`config.mk`:
```
export PLATFORM = sky130hd
export DESIGN_NAME = tt_um_serial_adder
export DESIGN_NICKNAME = d
export VERILOG_FILES = /design/src/rtl/tt_um_serial_adder.sv
export SDC_FILE = /design/constraint.sdc
export NUM_CORES = 1
export LEC_CHECK = 0
export ABC_AREA = 1
export CORE_ASPECT_RATIO = 1.5
export CORE_MARGIN = 1
export CORE_UTILIZATION = 53
export DETAILED_ROUTE_END_ITERATION = 8
export HOLD_SLACK_MARGIN = 0.15
export PLACE_DENSITY_LB_ADDON = 0.12
export SYNTH_ARGS = -nofsm -noshare
export SYNTH_HDL_FRONTEND = slang
export SYNTH_SLANG_ARGS = --single-unit
```
`constraint.sdc`:
```
create_clock -name clk -period 1.95 [get_ports clk]
set_input_delay 0.2925 -clock clk [delete_from_list [all_inputs] [get_ports clk]]
set_output_delay 0.2925 -clock clk [all_outputs]
set_load 0.01 [all_outputs]
```
`src/rtl/tt_um_serial_adder.sv`:
```
// Bit-serial 8-bit adder: one full-adder bit per clock, LSB first, 9-edge latency.
// Optional macro SERIAL_ADDER_SUB_EN adds A-B via uio_in[3] (carry=1 means no borrow).
module tt_um_serial_adder (
  input  logic       clk,
  input  logic       rst_n,
  input  logic       ena,
  input  logic [7:0] ui_in,
  input  logic [7:0] uio_in,
  output logic [7:0] uo_out,
  output logic [7:0] uio_out,
  output logic [7:0] uio_oe
);

  typedef enum logic [1:0] {IDLE, RUN, DONE} state_e;

  state_e     state_q, state_d;
  logic [7:0] a_q, a_d, b_q, b_d;
  logic [7:0] sa_q, sa_d, sb_q, sb_d, sr_q, sr_d;
  logic [7:0] res_q, res_d;
  logic [2:0] cnt_q, cnt_d;
  logic       cy_q, cy_d, cout_q, cout_d, zero_q, zero_d;

  logic load_a, load_b, start, accept;
  logic sub_start, sub_run;
  logic bit_a, bit_b, ha1_s, ha1_c, ha2_s, ha2_c, sum_bit, carry_nxt;
  logic [7:0] sum_word;

  assign load_a = uio_in[0];
  assign load_b = uio_in[1];
  assign start  = uio_in[2];
  assign accept = start && (state_q != RUN);

`ifdef SERIAL_ADDER_SUB_EN
  logic sub_q;
  assign sub_start = uio_in[3];
  assign sub_run   = sub_q;

  always_ff @(posedge clk or negedge rst_n) begin
    if (!rst_n)               sub_q <= 1'b0;
    else if (ena && accept)   sub_q <= uio_in[3];
  end

  logic unused_ok;
  assign unused_ok = &{1'b0, uio_in[7:4]};
`else
  assign sub_start = 1'b0;
  assign sub_run   = 1'b0;

  logic unused_ok;
  assign unused_ok = &{1'b0, uio_in[7:3]};
`endif

  // Full adder built from two half-adder cells; subtraction inverts B on the fly.
  assign bit_a     = sa_q[0];
  assign bit_b     = sb_q[0] ^ sub_run;
  assign ha1_s     = bit_a ^ bit_b;
  assign ha1_c     = bit_a & bit_b;
  assign ha2_s     = ha1_s ^ cy_q;
  assign ha2_c     = ha1_s & cy_q;
  assign sum_bit   = ha2_s;
  assign carry_nxt = ha1_c | ha2_c;
  assign sum_word  = {sum_bit, sr_q[7:1]};

  always_comb begin
    state_d = state_q;
    a_d     = a_q;
    b_d     = b_q;
    sa_d    = sa_q;
    sb_d    = sb_q;
    sr_d    = sr_q;
    res_d   = res_q;
    cnt_d   = cnt_q;
    cy_d    = cy_q;
    cout_d  = cout_q;
    zero_d  = zero_q;

    if (load_a) a_d = ui_in;
    if (load_b) b_d = ui_in;

    case (state_q)
      IDLE, DONE: begin
        if (start) begin
          sa_d    = a_q;
          sb_d    = b_q;
          cy_d    = sub_start;
          cnt_d   = 3'd0;
          state_d = RUN;
        end
      end
      RUN: begin
        sa_d  = {1'b0, sa_q[7:1]};
        sb_d  = {1'b0, sb_q[7:1]};
        sr_d  = sum_word;
        cy_d  = carry_nxt;
        cnt_d = cnt_q + 3'd1;
        if (cnt_q == 3'd7) begin
          state_d = DONE;
          res_d   = sum_word;
          cout_d  = carry_nxt;
          zero_d  = (sum_word == 8'h00);
        end
      end
      default: state_d = IDLE;
    endcase
  end

  always_ff @(posedge clk or negedge rst_n) begin
    if (!rst_n) begin
      state_q <= IDLE;
      a_q     <= 8'h00;
      b_q     <= 8'h00;
      sa_q    <= 8'h00;
      sb_q    <= 8'h00;
      sr_q    <= 8'h00;
      res_q   <= 8'h00;
      cnt_q   <= 3'd0;
      cy_q    <= 1'b0;
      cout_q  <= 1'b0;
      zero_q  <= 1'b0;
    end else if (ena) begin
      state_q <= state_d;
      a_q     <= a_d;
      b_q     <= b_d;
      sa_q    <= sa_d;
      sb_q    <= sb_d;
      sr_q    <= sr_d;
      res_q   <= res_d;
      cnt_q   <= cnt_d;
      cy_q    <= cy_d;
      cout_q  <= cout_d;
      zero_q  <= zero_d;
    end
  end

  assign uo_out  = res_q;
  assign uio_out = {zero_q, cout_q, (state_q == DONE), (state_q == RUN), 4'b0000};
  assign uio_oe  = 8'hF0;

endmodule

```
# == Yosys cells after proc, flatten, opt, wreduce, memory -nomap -nowiden ==
# Cells that the tools add are included.
# totals
input_bits,19
register_bits,56
# classes
muxes,11
bitwise_logic,5
reduce_logical,10
eq_ne,5
addsub,1
# op_table
cell,n
$pmux W8 S2,2
$mux W8,2
$reduce_and A3 Y1,3
$logic_not A8 Y1,1
$pmux W3 S2,1
$reduce_and A2 Y1,3
$mux W2,2
$pmux W2 S2,1
$add A3 B1 Y3 const B,1
$eq A3 B3 Y1 const B,1
$mux W3,1
$and A1 B1 Y1,2
$eq A2 B1 Y1 const B,1
$eq A2 B2 Y1 const B,1
$logic_not A2 Y1,1
$ne A2 B1 Y1 const B,1
$ne A2 B2 Y1 const B,1
$pmux W1 S2,1
$reduce_bool A2 Y1,1
$reduce_or A2 Y1,1
$xor A1 B1 Y1,2
$mux W1,1
$or A1 B1 Y1,1

# == Logic depth before layout (Yosys ltp) ==
# Gate-level depths: netlist (run 1).
# depth
depth_word,4
depth_mapped,7
ltp_nobuf,6

# == Worst setup path after synthesis (run 1) ==
# OpenSTA, ideal clock, no wires.
# synth_timing
path_type,flip-flop to flip-flop
start,reg sa_q[0]
end,reg zero_q
setup_slack_ns,0.665
required_time_ns,1.885
arrival_ns,1.220
synth_period_minus_slack_ns,1.285
n_path_buf,0
stages_incl_launch_ff,7
cell_sequence,dfrtp_1 > fa_1 > nor2_1 > nand2_1 > nor2_1 > nand2_1 > nand2_1
# synth_between
elab_chain_len,3
# synth_rtl
item,line_no,rtl
"start, declared",18,"logic [7:0] sa_q, sa_d, sb_q, sb_d, sr_q, sr_d;"
"start signal, assigned",112,sa_q <= 8'h00;
"start signal, assigned",124,sa_q <= sa_d;
$xor A1 B1 Y1,56,assign ha1_s = bit_a ^ bit_b;
$xor A1 B1 Y1,58,assign ha2_s = ha1_s ^ cy_q;
net ha2_s,25,"logic bit_a, bit_b, ha1_s, ha1_c, ha2_s, ha2_c, sum_bit, carry_nxt;"
$logic_not A8 Y1,100,zero_d = (sum_word == 8'h00);
"end signal, assigned",131,zero_q <= zero_d;
"end, declared",21,"logic cy_q, cy_d, cout_q, cout_d, zero_q, zero_d;"
# The timed path passes the listed nets, and every way through them passes these cells.
# A chain may end at the register's enable or synchronous reset.

# == Worst setup path after layout (run 1) ==
# layout_timing
start,reg state_q[0]
end,out uio_out[4]
# layout_between
elab_chain_len,1
# layout_rtl
item,line_no,rtl
"start, declared",16,"state_e state_q, state_d;"
"start signal, assigned",121,state_q <= state_d;
$eq A2 B1 Y1,136,"assign uio_out = {zero_q, cout_q, (state_q == DONE), (state_q == RUN), 4'b0000};"
"end, declared",10,"output logic [7:0] uio_out,"
# Every way passes these cells.

==> results of run 1 <==
[state kept, by name, indices dropped and copies added, names as in the netlist]
| signal | flops |
|---|---|
| a_q | 8 |
| b_q | 8 |
| sa_q | 8 |
| sb_q | 8 |
| uo_out | 8 |
| sr_q | 7 |
| cnt_q | 3 |
| state_q | 2 |
| cout_q | 1 |
| cy_q | 1 |
| zero_q | 1 |
[worst register-to-register path, stage by stage (launching register included)]
cell and delay (ps):
dfrtp_1 410, fa_1 520, nor2_1 140, nand2_1 80
nor2_1 100, nand2_1 50, nand2_1 60
[cell families after synthesis]
| logic type | Yosys count |
|---|---|
| simple gates | 185 |
| flops | 55 |
| buf+inv | 41 |
| compound gates | 22 |
| fa+ha+maj | 3 |
| other cells | 2 |
[per-layer routing]
metal	global-route usage	wire, um
met5	0	0
met4	0.0779	68
met3	0.0403	101
met2	0.361	2270
met1	0.210	1850
[through the flow]
step	hold slack (ps)	worst slack, ps	cell area [sq um]
6_report	478	195	2890
4_1_cts	483	88.4	2890
2_1_floorplan	-3.09	665	2570
3_3_place_gp	309	242	2780
3_5_place_dp	307	233	2780
5_1_grt	493	102	2890
[layout by cell type, fill, tap and decap left out, types with 2 or more instances in the layout]
| cell | instances |
|---|---|
| nand2_1 | 156 |
| dfrtp_1 | 54 |
| clkdlybuf4s50_1 | 24 |
| o21ai_0 | 20 |
| nand3_1 | 16 |
| inv_1 | 12 |
| conb_1 | 12 |
| buf_4 | 8 |
| nor2_1 | 7 |
| clkbuf_8 | 5 |
| inv_2 | 3 |
| nor2_2 | 2 |
| ha_1 | 2 |
| clkinv_4 | 2 |
[power by group]
part	total [W]	switching, W	internal (W)
Clock	0.000635	0.000377	0.000257
Sequential	0.00171	0.000229	0.00148
Combinational	0.00111	0.000605	0.000507
Total	0.00346	0.00121	0.00225
[worst min path at each step]
stage / startpoint / to / cells after the start
final: rst_n / sr_q[4] / 2
after global routing: uo_out[3] / uo_out[3] / 2
after CTS: uo_out[2] / uo_out[2] / 2
after detailed placement: rst_n / uo_out[0] / 1
after global placement: rst_n / uo_out[0] / 1
after floorplan: rst_n / a_q[0] / 0
[final cells by class]
type / instances / share of cell area
well taps: 64 / 0.0277
inverters: 15 / 0.0195
multi-input cells: 222 / 0.327
repair buffers: 35 / 0.116
clock inverters: 3 / 0.00866
flip-flops and latches: 55 / 0.477
clock buffers: 5 / 0.0238
[repair_timing]
action                     4_1_cts  5_1_grt
setup endpoints to repair        0        1
hold buffers                     1        0
hold endpoints to repair        21        0
resized for setup                0        1
==> key figures, run 1 <==
Timing
  – Max Freq: 570 MHz
  – Final setup fails: 0
  – Slew headroom: 0.643
  – Tmin final: 1750 ps
  – Least-Margin Pin Slew: 535 ps
  – Final hold violation count: 0
  – Clock skew: 6.71 ps
  – Final Cycle Share: 0.900
  – Final Max Tran Viols: 0
  – RSZ-0062 raised after global routing: no
  – Setup TNS: 0 ps

Placed design
  – Placed Cells: 390
  – Routability cong.: 0.753
  – DP HPWL: 3130 um
  – PortBufs: 25

Clocking
  – Clock Pin Slew Worst Setup and Hold Paths: 100 ps
  – CTS H-tree lvls: 2
  – CTS sink cnt: 55
  – TritonCTS clock tree: done
  – CTS buffer count: 5
  – CTS root buf: clkbuf_8
  – Post-CTS setup buffers: 0
  – Clk Latency, worst-skew pair: 310 ps
  – Clk buf depth: 2

Cells and area
  – Share of layout cells above drive strength 1: 0.0836
  – Diode count: 0
  – Number of nets in the layout: 356
  – Area occupied by multi-input gates: 946 sq um
  – Area Growth Syn to Fin: 14.1%
  – Non-Filler Instances: 399
  – Final Util: 0.636
  – Filler instances: 404
  – Register area: 0.00138 sq mm

Drt
  – DR DRC count: 0
  – Post-Route WL: 4290 um
  – Iter 0 DRT Violations: 78
  – Vias/cell: 4.65
  – WL per Instance: 10.7 um
  – DRT antenna net count: 0
  – Vias: 1856
  – Number of iterations in the first detailed-routing pass: 4

Floorplan
  – I/O pin count: 43
  – Die area: 0.00506 sq mm
  – Initial Util: 0.557
  – Chip Height: 86.6 um
  – CORE AREA: 0.00454 sq mm
  – Die width: 58.4 um
  – Rows: 30

Logic synthesis
  – Post-Synth XOR/XNOR Area: 0
  – Mapped Area: 0.00253 sq mm
  – Post-synthesis mux area share: 0
  – Synth warn: 0
  – Post-synthesis sequential area ratio: 0.544
  – Post-synthesis compound-gate area fraction: 0.0435
  – Dominant combinational cell family by area after synthesis: simple AND/OR/NAND/NOR gates
  – Top cells by area, synth: dfrtp_1, nand2_1, buf_4, o21ai_0, nand3_1
  – Post-synth top cells: nand2_1, dfrtp_1, o21ai_0, buf_4, nand3_1
  – Async set-reset flop share out of synthesis: 1.00
  – Post-Synth Simple-Gate Area: 0.295
  – Area share of the largest cell type after synthesis: 0.544
  – Post-synth EDFFs: 0
  – Top-count cell post-synth: nand2_1
  – Post-synth cell types: 21
  – Synth Flop Type: dfrtp_1
  – Adder-cell area share of the yosys netlist: 0.0178
  – Yosys top cell by area: dfrtp_1
  – Syn_area_per_cell: 8.22 sq um
  – Post-Synthesis Cells: 308
  – FF+latch count, synth: 55

Setup path
  – R2R setup slack: 520 ps
  – Worst r2r dst: zero_q
  – Crit end category: primary output
  – Reg2reg start: sa_q[0]
  – Critical Path Source Type: register
  – CP max stage cell: clkdlybuf4s50_1
  – Worst reg-to-reg path cell count: 6
  – Crit path DAT: 1460 ps
  – Critical path class: register to primary output
  – CP startpoint: state_q[0]
  – Worst stage delay on the critical path: 520 ps
  – Cell-by-cell trace of the critical path: nand2_1 -> inv_1 -> clkdlybuf4s50_1
  – CP bufs+invs: 2
  – CP required: 1660 ps
  – Crit Path Max Fanout: 7
  – WP depth: 3
  – Critical Path Sink: uio_out[4]
  – Crit-path leading delay family: buffers and inverters

Power
  – LEAKAGE: 1.56 nW
  – PD cells: 1200 mW/mm^2
  – Final Power: 0.00346 W
  – Peak VDD IR: 565 uV

Global route
  – Number of global-route vias before repair: 1763
  – Initial antenna violation count: 0
  – Largest net degree at the start of global routing: 24
  – First-pass GRT wire length: 7470 um
  – GRT Util Overall: 0.194
  – Total congestion overflow: 0

Run status
  – Outcome: completed

Job
  – Max Cap Viol: 0

Hold path
  – Min-Delay Path Class: primary input to asynchronous set/reset pin
Power figures use the tool's default switching activity.
==> run 2: changes to the inputs <==
--- a/config.mk
+++ b/config.mk
@@ -12,6 +12,7 @@
 export DETAILED_ROUTE_END_ITERATION = 8
 export HOLD_SLACK_MARGIN = 0.15
 export PLACE_DENSITY_LB_ADDON = 0.12
+export SKIP_LAST_GASP = 1
 export SYNTH_ARGS = -nofsm -noshare
 export SYNTH_HDL_FRONTEND = slang
 export SYNTH_SLANG_ARGS = --single-unit
==> results of run 2 <==
Final layout, timing and power as in run 1 (identical DEF).
